### src/rtl/seq_stage_controller_if.sv
// Purpose: datapath-facing bundle of the Y86-64 SEQ sequencer (fetch status, data-memory handshake, stage enables).
// Latency: pure wiring, no state.
// Backpressure: mem_ready is the only stall source; the sequencer holds mem_en until it is seen.
// Ports: master = sequencer (drives enables, observes fetch/memory status); slave = datapath (the reverse).
interface seq_stage_controller_if;
    logic [3:0] icode;
    logic       halt;
    logic       imem_error;
    logic       invalid_instr;
    logic       mem_ready;
    logic       dmem_error;
    logic       fetch_en;
    logic       decode_en;
    logic       execute_en;
    logic       mem_en;
    logic       wb_en;
    logic       pc_en;

    modport master (
        input  icode, halt, imem_error, invalid_instr, mem_ready, dmem_error,
        output fetch_en, decode_en, execute_en, mem_en, wb_en, pc_en
    );

    modport slave (
        output icode, halt, imem_error, invalid_instr, mem_ready, dmem_error,
        input  fetch_en, decode_en, execute_en, mem_en, wb_en, pc_en
    );
endinterface

### src/rtl/seq_stage_controller.sv
// Purpose: multi-cycle Y86-64 SEQ stage sequencer with status folding and instruction/cycle counters.
// Latency: 4..6 cycles per instruction with a single-cycle memory, plus extra cycles while mem_ready is low.
// Backpressure: MEMORY waits for mem_ready up to MEM_TIMEOUT cycles, then halts with stat=ADR.
// Ports: clk/rst, start (run request), dp (stage enables + fetch/memory status),
//        busy/done/stat status, instr_count/cycle_count counters.
module seq_stage_controller #(
    parameter int CNT_W       = 32,
    parameter int MEM_TIMEOUT = 16,
    parameter int MAX_INSTR   = 0
) (
    input  logic                   clk,
    input  logic                   rst,
    input  logic                   start,
    seq_stage_controller_if.master dp,
    output logic                   busy,
    output logic                   done,
    output logic [2:0]             stat,
    output logic [CNT_W-1:0]       instr_count,
    output logic [CNT_W-1:0]       cycle_count
);
    localparam int TMO_W = (MEM_TIMEOUT > 1) ? $clog2(MEM_TIMEOUT) : 1;
    // Value of the timeout counter during the last MEMORY cycle allowed.
    localparam logic [TMO_W-1:0] TMO_LAST = TMO_W'(MEM_TIMEOUT - 1);

    localparam logic [2:0] STAT_AOK = 3'd1;
    localparam logic [2:0] STAT_HLT = 3'd2;
    localparam logic [2:0] STAT_ADR = 3'd3;
    localparam logic [2:0] STAT_INS = 3'd4;

    typedef enum logic [2:0] {
        S_IDLE,
        S_FETCH,
        S_DECODE,
        S_EXECUTE,
        S_MEMORY,
        S_WRITEBACK,
        S_PCUPD,
        S_HALTED
    } state_t;

    state_t           state_q, state_d;
    logic [3:0]       icode_q, icode_d;
    logic [2:0]       stat_q, stat_d;
    logic [CNT_W-1:0] instr_count_q, instr_count_d;
    logic [CNT_W-1:0] cycle_count_q, cycle_count_d;
    logic [TMO_W-1:0] tmo_q, tmo_d;
    logic             fetch_en_q, fetch_en_d;
    logic             decode_en_q, decode_en_d;
    logic             execute_en_q, execute_en_d;
    logic             mem_en_q, mem_en_d;
    logic             wb_en_q, wb_en_d;
    logic             pc_en_q, pc_en_d;
    logic             busy_q, busy_d;
    logic             done_q, done_d;

    // Loads, stores, call, ret, push and pop touch data memory.
    function automatic logic needs_mem(input logic [3:0] ic);
        return ic inside {4'h4, 4'h5, 4'h8, 4'h9, 4'hA, 4'hB};
    endfunction

    // Memory ops that also write a register (mrmovq loads rA, the rest update rsp).
    function automatic logic mem_then_wb(input logic [3:0] ic);
        return ic inside {4'h5, 4'h8, 4'h9, 4'hA, 4'hB};
    endfunction

    // Register writers that never go through memory: cmov, irmovq, OPq.
    function automatic logic alu_wb(input logic [3:0] ic);
        return ic inside {4'h2, 4'h3, 4'h6};
    endfunction

    always_comb begin
        state_d       = state_q;
        icode_d       = icode_q;
        stat_d        = stat_q;
        instr_count_d = instr_count_q;
        cycle_count_d = cycle_count_q;
        tmo_d         = tmo_q;

        // Count every busy edge, including the one leaving the active states.
        if (state_q != S_IDLE && state_q != S_HALTED) begin
            cycle_count_d = (&cycle_count_q) ? cycle_count_q : cycle_count_q + 1'b1;
        end

        case (state_q)
            S_IDLE, S_HALTED: begin
                if (start) begin
                    state_d       = S_FETCH;
                    instr_count_d = '0;
                    cycle_count_d = '0;
                    stat_d        = STAT_AOK;
                    tmo_d         = '0;
                end
            end
            S_FETCH: begin
                icode_d = dp.icode;
                if (dp.imem_error) begin
                    state_d = S_HALTED;
                    stat_d  = STAT_ADR;
                end else if (dp.invalid_instr) begin
                    state_d = S_HALTED;
                    stat_d  = STAT_INS;
                end else if (dp.halt) begin
                    // halt retires but never reaches PCUPD.
                    state_d       = S_HALTED;
                    stat_d        = STAT_HLT;
                    instr_count_d = instr_count_q + 1'b1;
                end else begin
                    state_d = S_DECODE;
                end
            end
            S_DECODE: begin
                state_d = S_EXECUTE;
            end
            S_EXECUTE: begin
                if (needs_mem(icode_q)) begin
                    state_d = S_MEMORY;
                end else if (alu_wb(icode_q)) begin
                    state_d = S_WRITEBACK;
                end else begin
                    state_d = S_PCUPD;
                end
            end
            S_MEMORY: begin
                if (dp.mem_ready) begin
                    tmo_d = '0;
                    if (dp.dmem_error) begin
                        state_d = S_HALTED;
                        stat_d  = STAT_ADR;
                    end else if (mem_then_wb(icode_q)) begin
                        state_d = S_WRITEBACK;
                    end else begin
                        state_d = S_PCUPD;
                    end
                end else if (tmo_q == TMO_LAST) begin
                    tmo_d   = '0;
                    state_d = S_HALTED;
                    stat_d  = STAT_ADR;
                end else begin
                    tmo_d = tmo_q + 1'b1;
                end
            end
            S_WRITEBACK: begin
                state_d = S_PCUPD;
            end
            S_PCUPD: begin
                instr_count_d = instr_count_q + 1'b1;
                if (MAX_INSTR != 0 && instr_count_d == CNT_W'(MAX_INSTR)) begin
                    state_d = S_HALTED;
                end else begin
                    state_d = S_FETCH;
                end
            end
            default: begin
                state_d = S_IDLE;
            end
        endcase

        // Outputs are registered from the next state so they track the state register exactly.
        fetch_en_d   = (state_d == S_FETCH);
        decode_en_d  = (state_d == S_DECODE);
        execute_en_d = (state_d == S_EXECUTE);
        mem_en_d     = (state_d == S_MEMORY);
        wb_en_d      = (state_d == S_WRITEBACK);
        pc_en_d      = (state_d == S_PCUPD);
        busy_d       = (state_d != S_IDLE) && (state_d != S_HALTED);
        done_d       = (state_d == S_HALTED);
    end

    always_ff @(posedge clk or posedge rst) begin
        if (rst) begin
            state_q       <= S_IDLE;
            icode_q       <= '0;
            stat_q        <= STAT_AOK;
            instr_count_q <= '0;
            cycle_count_q <= '0;
            tmo_q         <= '0;
            fetch_en_q    <= 1'b0;
            decode_en_q   <= 1'b0;
            execute_en_q  <= 1'b0;
            mem_en_q      <= 1'b0;
            wb_en_q       <= 1'b0;
            pc_en_q       <= 1'b0;
            busy_q        <= 1'b0;
            done_q        <= 1'b0;
        end else begin
            state_q       <= state_d;
            icode_q       <= icode_d;
            stat_q        <= stat_d;
            instr_count_q <= instr_count_d;
            cycle_count_q <= cycle_count_d;
            tmo_q         <= tmo_d;
            fetch_en_q    <= fetch_en_d;
            decode_en_q   <= decode_en_d;
            execute_en_q  <= execute_en_d;
            mem_en_q      <= mem_en_d;
            wb_en_q       <= wb_en_d;
            pc_en_q       <= pc_en_d;
            busy_q        <= busy_d;
            done_q        <= done_d;
        end
    end

    assign dp.fetch_en   = fetch_en_q;
    assign dp.decode_en  = decode_en_q;
    assign dp.execute_en = execute_en_q;
    assign dp.mem_en     = mem_en_q;
    assign dp.wb_en      = wb_en_q;
    assign dp.pc_en      = pc_en_q;
    assign busy          = busy_q;
    assign done          = done_q;
    assign stat          = stat_q;
    assign instr_count   = instr_count_q;
    assign cycle_count   = cycle_count_q;
endmodule
### src/flat_wrapper.sv
// flat-port wrapper written by rule: the top's interface ports become plain ports
module seq_stage_controller_flat 
#(
    parameter int CNT_W       = 32,
    parameter int MEM_TIMEOUT = 16,
    parameter int MAX_INSTR   = 0
)
  (clk, rst, start, busy, done, stat, instr_count, cycle_count, dp_icode, dp_halt, dp_imem_error, dp_invalid_instr, dp_mem_ready, dp_dmem_error, dp_fetch_en, dp_decode_en, dp_execute_en, dp_mem_en, dp_wb_en, dp_pc_en);
  seq_stage_controller_if dp_i ();
  input  logic clk;
  input  logic rst;
  input  logic start;
  output logic busy;
  output logic done;
  output logic [2:0] stat;
  output logic [CNT_W-1:0] instr_count;
  output logic [CNT_W-1:0] cycle_count;
  input wire logic [$bits(dp_i.icode)-1:0] dp_icode;
  input wire logic [$bits(dp_i.halt)-1:0] dp_halt;
  input wire logic [$bits(dp_i.imem_error)-1:0] dp_imem_error;
  input wire logic [$bits(dp_i.invalid_instr)-1:0] dp_invalid_instr;
  input wire logic [$bits(dp_i.mem_ready)-1:0] dp_mem_ready;
  input wire logic [$bits(dp_i.dmem_error)-1:0] dp_dmem_error;
  output wire logic [$bits(dp_i.fetch_en)-1:0] dp_fetch_en;
  output wire logic [$bits(dp_i.decode_en)-1:0] dp_decode_en;
  output wire logic [$bits(dp_i.execute_en)-1:0] dp_execute_en;
  output wire logic [$bits(dp_i.mem_en)-1:0] dp_mem_en;
  output wire logic [$bits(dp_i.wb_en)-1:0] dp_wb_en;
  output wire logic [$bits(dp_i.pc_en)-1:0] dp_pc_en;
  assign dp_i.icode = dp_icode;
  assign dp_i.halt = dp_halt;
  assign dp_i.imem_error = dp_imem_error;
  assign dp_i.invalid_instr = dp_invalid_instr;
  assign dp_i.mem_ready = dp_mem_ready;
  assign dp_i.dmem_error = dp_dmem_error;
  assign dp_fetch_en = dp_i.fetch_en;
  assign dp_decode_en = dp_i.decode_en;
  assign dp_execute_en = dp_i.execute_en;
  assign dp_mem_en = dp_i.mem_en;
  assign dp_wb_en = dp_i.wb_en;
  assign dp_pc_en = dp_i.pc_en;
  seq_stage_controller #(.CNT_W(CNT_W), .MEM_TIMEOUT(MEM_TIMEOUT), .MAX_INSTR(MAX_INSTR)) u_core (.clk(clk), .rst(rst), .start(start), .dp(dp_i), .busy(busy), .done(done), .stat(stat), .instr_count(instr_count), .cycle_count(cycle_count));
endmodule
### config.mk
export PLATFORM = sky130hd
export DESIGN_NAME = seq_stage_controller_flat
export DESIGN_NICKNAME = d
export VERILOG_FILES = /design/src/rtl/seq_stage_controller_if.sv /design/src/rtl/seq_stage_controller.sv /design/src/flat_wrapper.sv
export SDC_FILE = /design/constraint.sdc
export NUM_CORES = 1
export LEC_CHECK = 0
export ABC_CLOCK_PERIOD_IN_PS = 9400
export CORE_ASPECT_RATIO = 1.5
export CORE_MARGIN = 5
export CORE_UTILIZATION = 57
export CTS_BUF_LIST = sky130_fd_sc_hd__clkbuf_16
export DETAILED_ROUTE_END_ITERATION = 12
export GPL_TIMING_DRIVEN = 0
export PLACE_DENSITY = 0.86
export SETUP_SLACK_MARGIN = 0.1
export SLEW_MARGIN = 10
export SYNTH_ARGS = -nofsm -noshare
export SYNTH_HDL_FRONTEND = slang
export SYNTH_SLANG_ARGS = --single-unit
### constraint.sdc
create_clock -name clk -period 9.4 [get_ports clk]
set_input_delay 2.35 -clock clk [delete_from_list [all_inputs] [get_ports clk]]
set_output_delay 2.35 -clock clk [all_outputs]
set_load 0.1 [all_outputs]
==> impl_metrics.json <==
{
  "synth-edff-count": 0,
  "drv_slew": 0,
  "rsz0062_at_grt": "no",
  "dr_total_vias": 4624,
  "clock_path_buffers": 2,
  "crit_buf_inv": 1,
  "vias_per_cell": 6.47,
  "status": "finished clean",
  "synth-seq-cells": 86,
  "gp_congestion": 0.944,
  "cp-start-kind": "flip-flop",
  "hold_viol_final": 0,
  "hold_slack_ns": 0.467,
  "seqPwrFrac_pct": 31.6,
  "drt_iter0_drc": 428,
  "diodes": 0,
  "cpMaxStageDelayCell": "clkdlybuf4s50_1",
  "drive_above_1_share_pct": 8.03,
  "antenna_found_initial": 0,
  "path_clk_slew_ns": 0.06,
  "path_class": "reg -> out",
  "max_stage_delay_ns": 1.20,
  "ys_top_cells_by_count": "85 x dfrtp_1, 63 x nand2_1, 36 x a21oi_1",
  "ys_seq_area_share_pct": 45.5,
  "period_minus_slack_ns": 4.38,
  "nets": 621,
  "start_util_pct": 58.7,
  "worstPathArrival_ns": 2.03,
  "slew_headroom_pct": 32.3,
  "cts_sinks": 86,
  "post_drt_wl_per_cell_um": 18.1,
  "synth_top_area_share_pct": 45.0,
  "ys.warnings.count": 0,
  "cp_top_family": "buffers and inverters",
  "htreeDepth": 3,
  "track_usage_pct": 25.7,
  "synth_area_leader_cell": "dfrtp_1",
  "dieWidth_um": 84.4,
  "core_area_um2": 8060,
  "max_freq_mhz": 229,
  "synth.most_common_cell": "dfrtp_1",
  "grt_max_degree": 55,
  "netlist_instances": 509,
  "hold_path.class": "reg -> reg",
  "synth_nets": 524,
  "synth_ff_type": "dfrtp_1",
  "pwr-share-comb_pct": 48.1,
  "numCtsBuffers": 9,
  "syn_area_per_cell_um2": 9.29,
  "cts-root-buf": "clkbuf_16",
  "power_leakage_nw": 2.43,
  "setup_viol": 0,
  "insertion_delay_ns": 0.34,
  "grt_pass1_vias": 4426,
  "cts.hold.buffers_added": 0,
  "cp_cell_sequence": "clkdlybuf4s50_1",
  "area_delta_synth_final_pct": 26.8,
  "fp.dieH_um": 122,
  "power.density_nw_per_um2": 258,
  "ios": 87,
  "tns_ns": 0,
  "synthArstFlopShare_pct": 100,
  "hpwlAfterDp_mm": 9.35,
  "switching_share_pct": 48.6,
  "rows": 40,
  "clockPowerShare_pct": 20.3,
  "internal-power_w": 0.000795,
  "first_pass_iters": 5,
  "switchingPower_w": 0.000753,
  "tightest_slew_ns": 1.01,
  "grt_first_pass_wirelength_mm": 21.5,
  "period_share_pct": 46.6,
  "portBuffers": 85,
  "fin_skew_ns": 0.00641,
  "cts_tree": "done",
  "cts_resized": 0,
  "maxCapViolCount": 0,
  "crit_required_ns": 7.05,
  "postCtsSetupBuffers": 0,
  "grt-ovfl-total": 0,
  "ys_types": 66,
  "die_area_um2": 10300,
  "drt-total-wl_mm": 12.9,
  "crit_fanout": 9,
  "ir_worst_vdd_mv": 0.280,
  "drcViolationCount": 0,
  "ys_top_cells_by_area": "dfrtp_1 45%, nand2_1 5.0%, a21oi_1 3.8%",
  "worst_setup_path_end_kind": "output port",
  "synth_area_um2": 4730,
  "drtAntennaViolNets": 0
}
[area by class of cell]
| type | instances | area (um2) |
|---|---|---|
| Inverter | 13 | 51.3 |
| Fill cell | 594 | 2060 |
| Multi-Input combinational cell | 387 | 2410 |
| Tap cell | 105 | 131 |
| Clock buffer | 9 | 225 |
| Timing Repair Buffer | 86 | 878 |
| Buffer | 23 | 115 |
| Sequential cell | 86 | 2150 |
| Clock inverter | 6 | 31.3 |
[final timing paths]
path	startpoint	end	slack, ns	cells after the start
worst max register to register	u_core.state_q[1]	u_core.cycle_count[27]	6.92	6
worst min register to register	u_core.stat[0]	u_core.stat[0]	0.47	2
min in group asynchronous	rst	u_core.cycle_count[27]	2.38	2
max in group asynchronous	rst	u_core.stat[0]	6.36	3
worst min-delay path	u_core.stat[0]	u_core.stat[0]	0.47	2
worst max-delay path	u_core.instr_count[3]	instr_count[3]	5.02	1
[power by group through the flow]
stage | Clock, W | Combinational (W) | Sequential, W
2_1_floorplan | 0 | 0.000294 | 0.000743
3_3_place_gp | 0 | 0.000721 | 0.000490
3_5_place_dp | 0 | 0.000736 | 0.000493
4_1_cts | 0.000317 | 0.000741 | 0.000488
5_1_grt | 0.000332 | 0.000800 | 0.000499
6_report | 0.000314 | 0.000744 | 0.000490
[state kept, by name (all words and copies together) (netlist names), 3 cells and up]
name                count
u_core.icode_q          4
u_core.state_q          3
u_core.instr_count     32
u_core.tmo_q            4
u_core.stat             3
u_core.cycle_count     32
[per-layer routing]
| layer | vias up | wire length (um) | track usage [%] |
|---|---|---|---|
| li1 | 2140 | - | - |
| met1 | 2262 | 4930 | 30.4 |
| met2 | 193 | 6820 | 45.7 |
| met3 | 29 | 891 | 5.82 |
| met4 | 0 | 297 | 9.21 |
| met5 | - | 0 | 0 |
[kinds of logic (layout without fill, tap and decap cells)]
kind of cell | count (synthesis) | in the layout | share of synthesized area [%]
buffers and inverters | 36 | 137 | 3.46
XOR/XNOR | 7 | 7 | 1.45
flip-flops | 86 | 86 | 45.5
adder cells (fa/ha/maj) | 3 | 3 | 0.794
multiplexers | 10 | 10 | 2.12
AO/OA/AOI/OAI | 132 | 132 | 18.8
AND/OR/NAND/NOR | 235 | 235 | 27.9
[layout by cell type, fill, tap and decap left out, types with 4 or more instances in the layout]
cell             count
xnor2_1              5
clkbuf_1             6
nand2b_1             9
nor2_1              25
mux2i_1             10
clkbuf_16            9
a21oi_1             36
o31ai_1             24
nand2_1             63
and4_1               8
o21ai_0             25
buf_2               11
o211ai_1             8
and3_1               9
or3_1                9
nand3_1             33
nor4_1               5
a31oi_1              7
dfrtp_1             85
nand4_1             12
or4_1               22
o41ai_1              5
nor3b_1              4
nor3_1              13
inv_1               13
clkdlybuf4s50_1     85
o311ai_0             5
[through the flow]
stage	util [%]	std cells	instance area [um2]	setup WS, ns	power, W
after global placement	70.9	699	5710	3.49	0.00121
after detailed placement	71.3	700	5740	4.93	0.00123
final	74.5	715	6000	5.02	0.00155
after global routing	74.5	715	6000	4.98	0.00163
after floorplan	-	509	4730	4.83	0.00104
after CTS	74.5	715	6000	5.02	0.00155
Power figures use the tool's default switching activity.
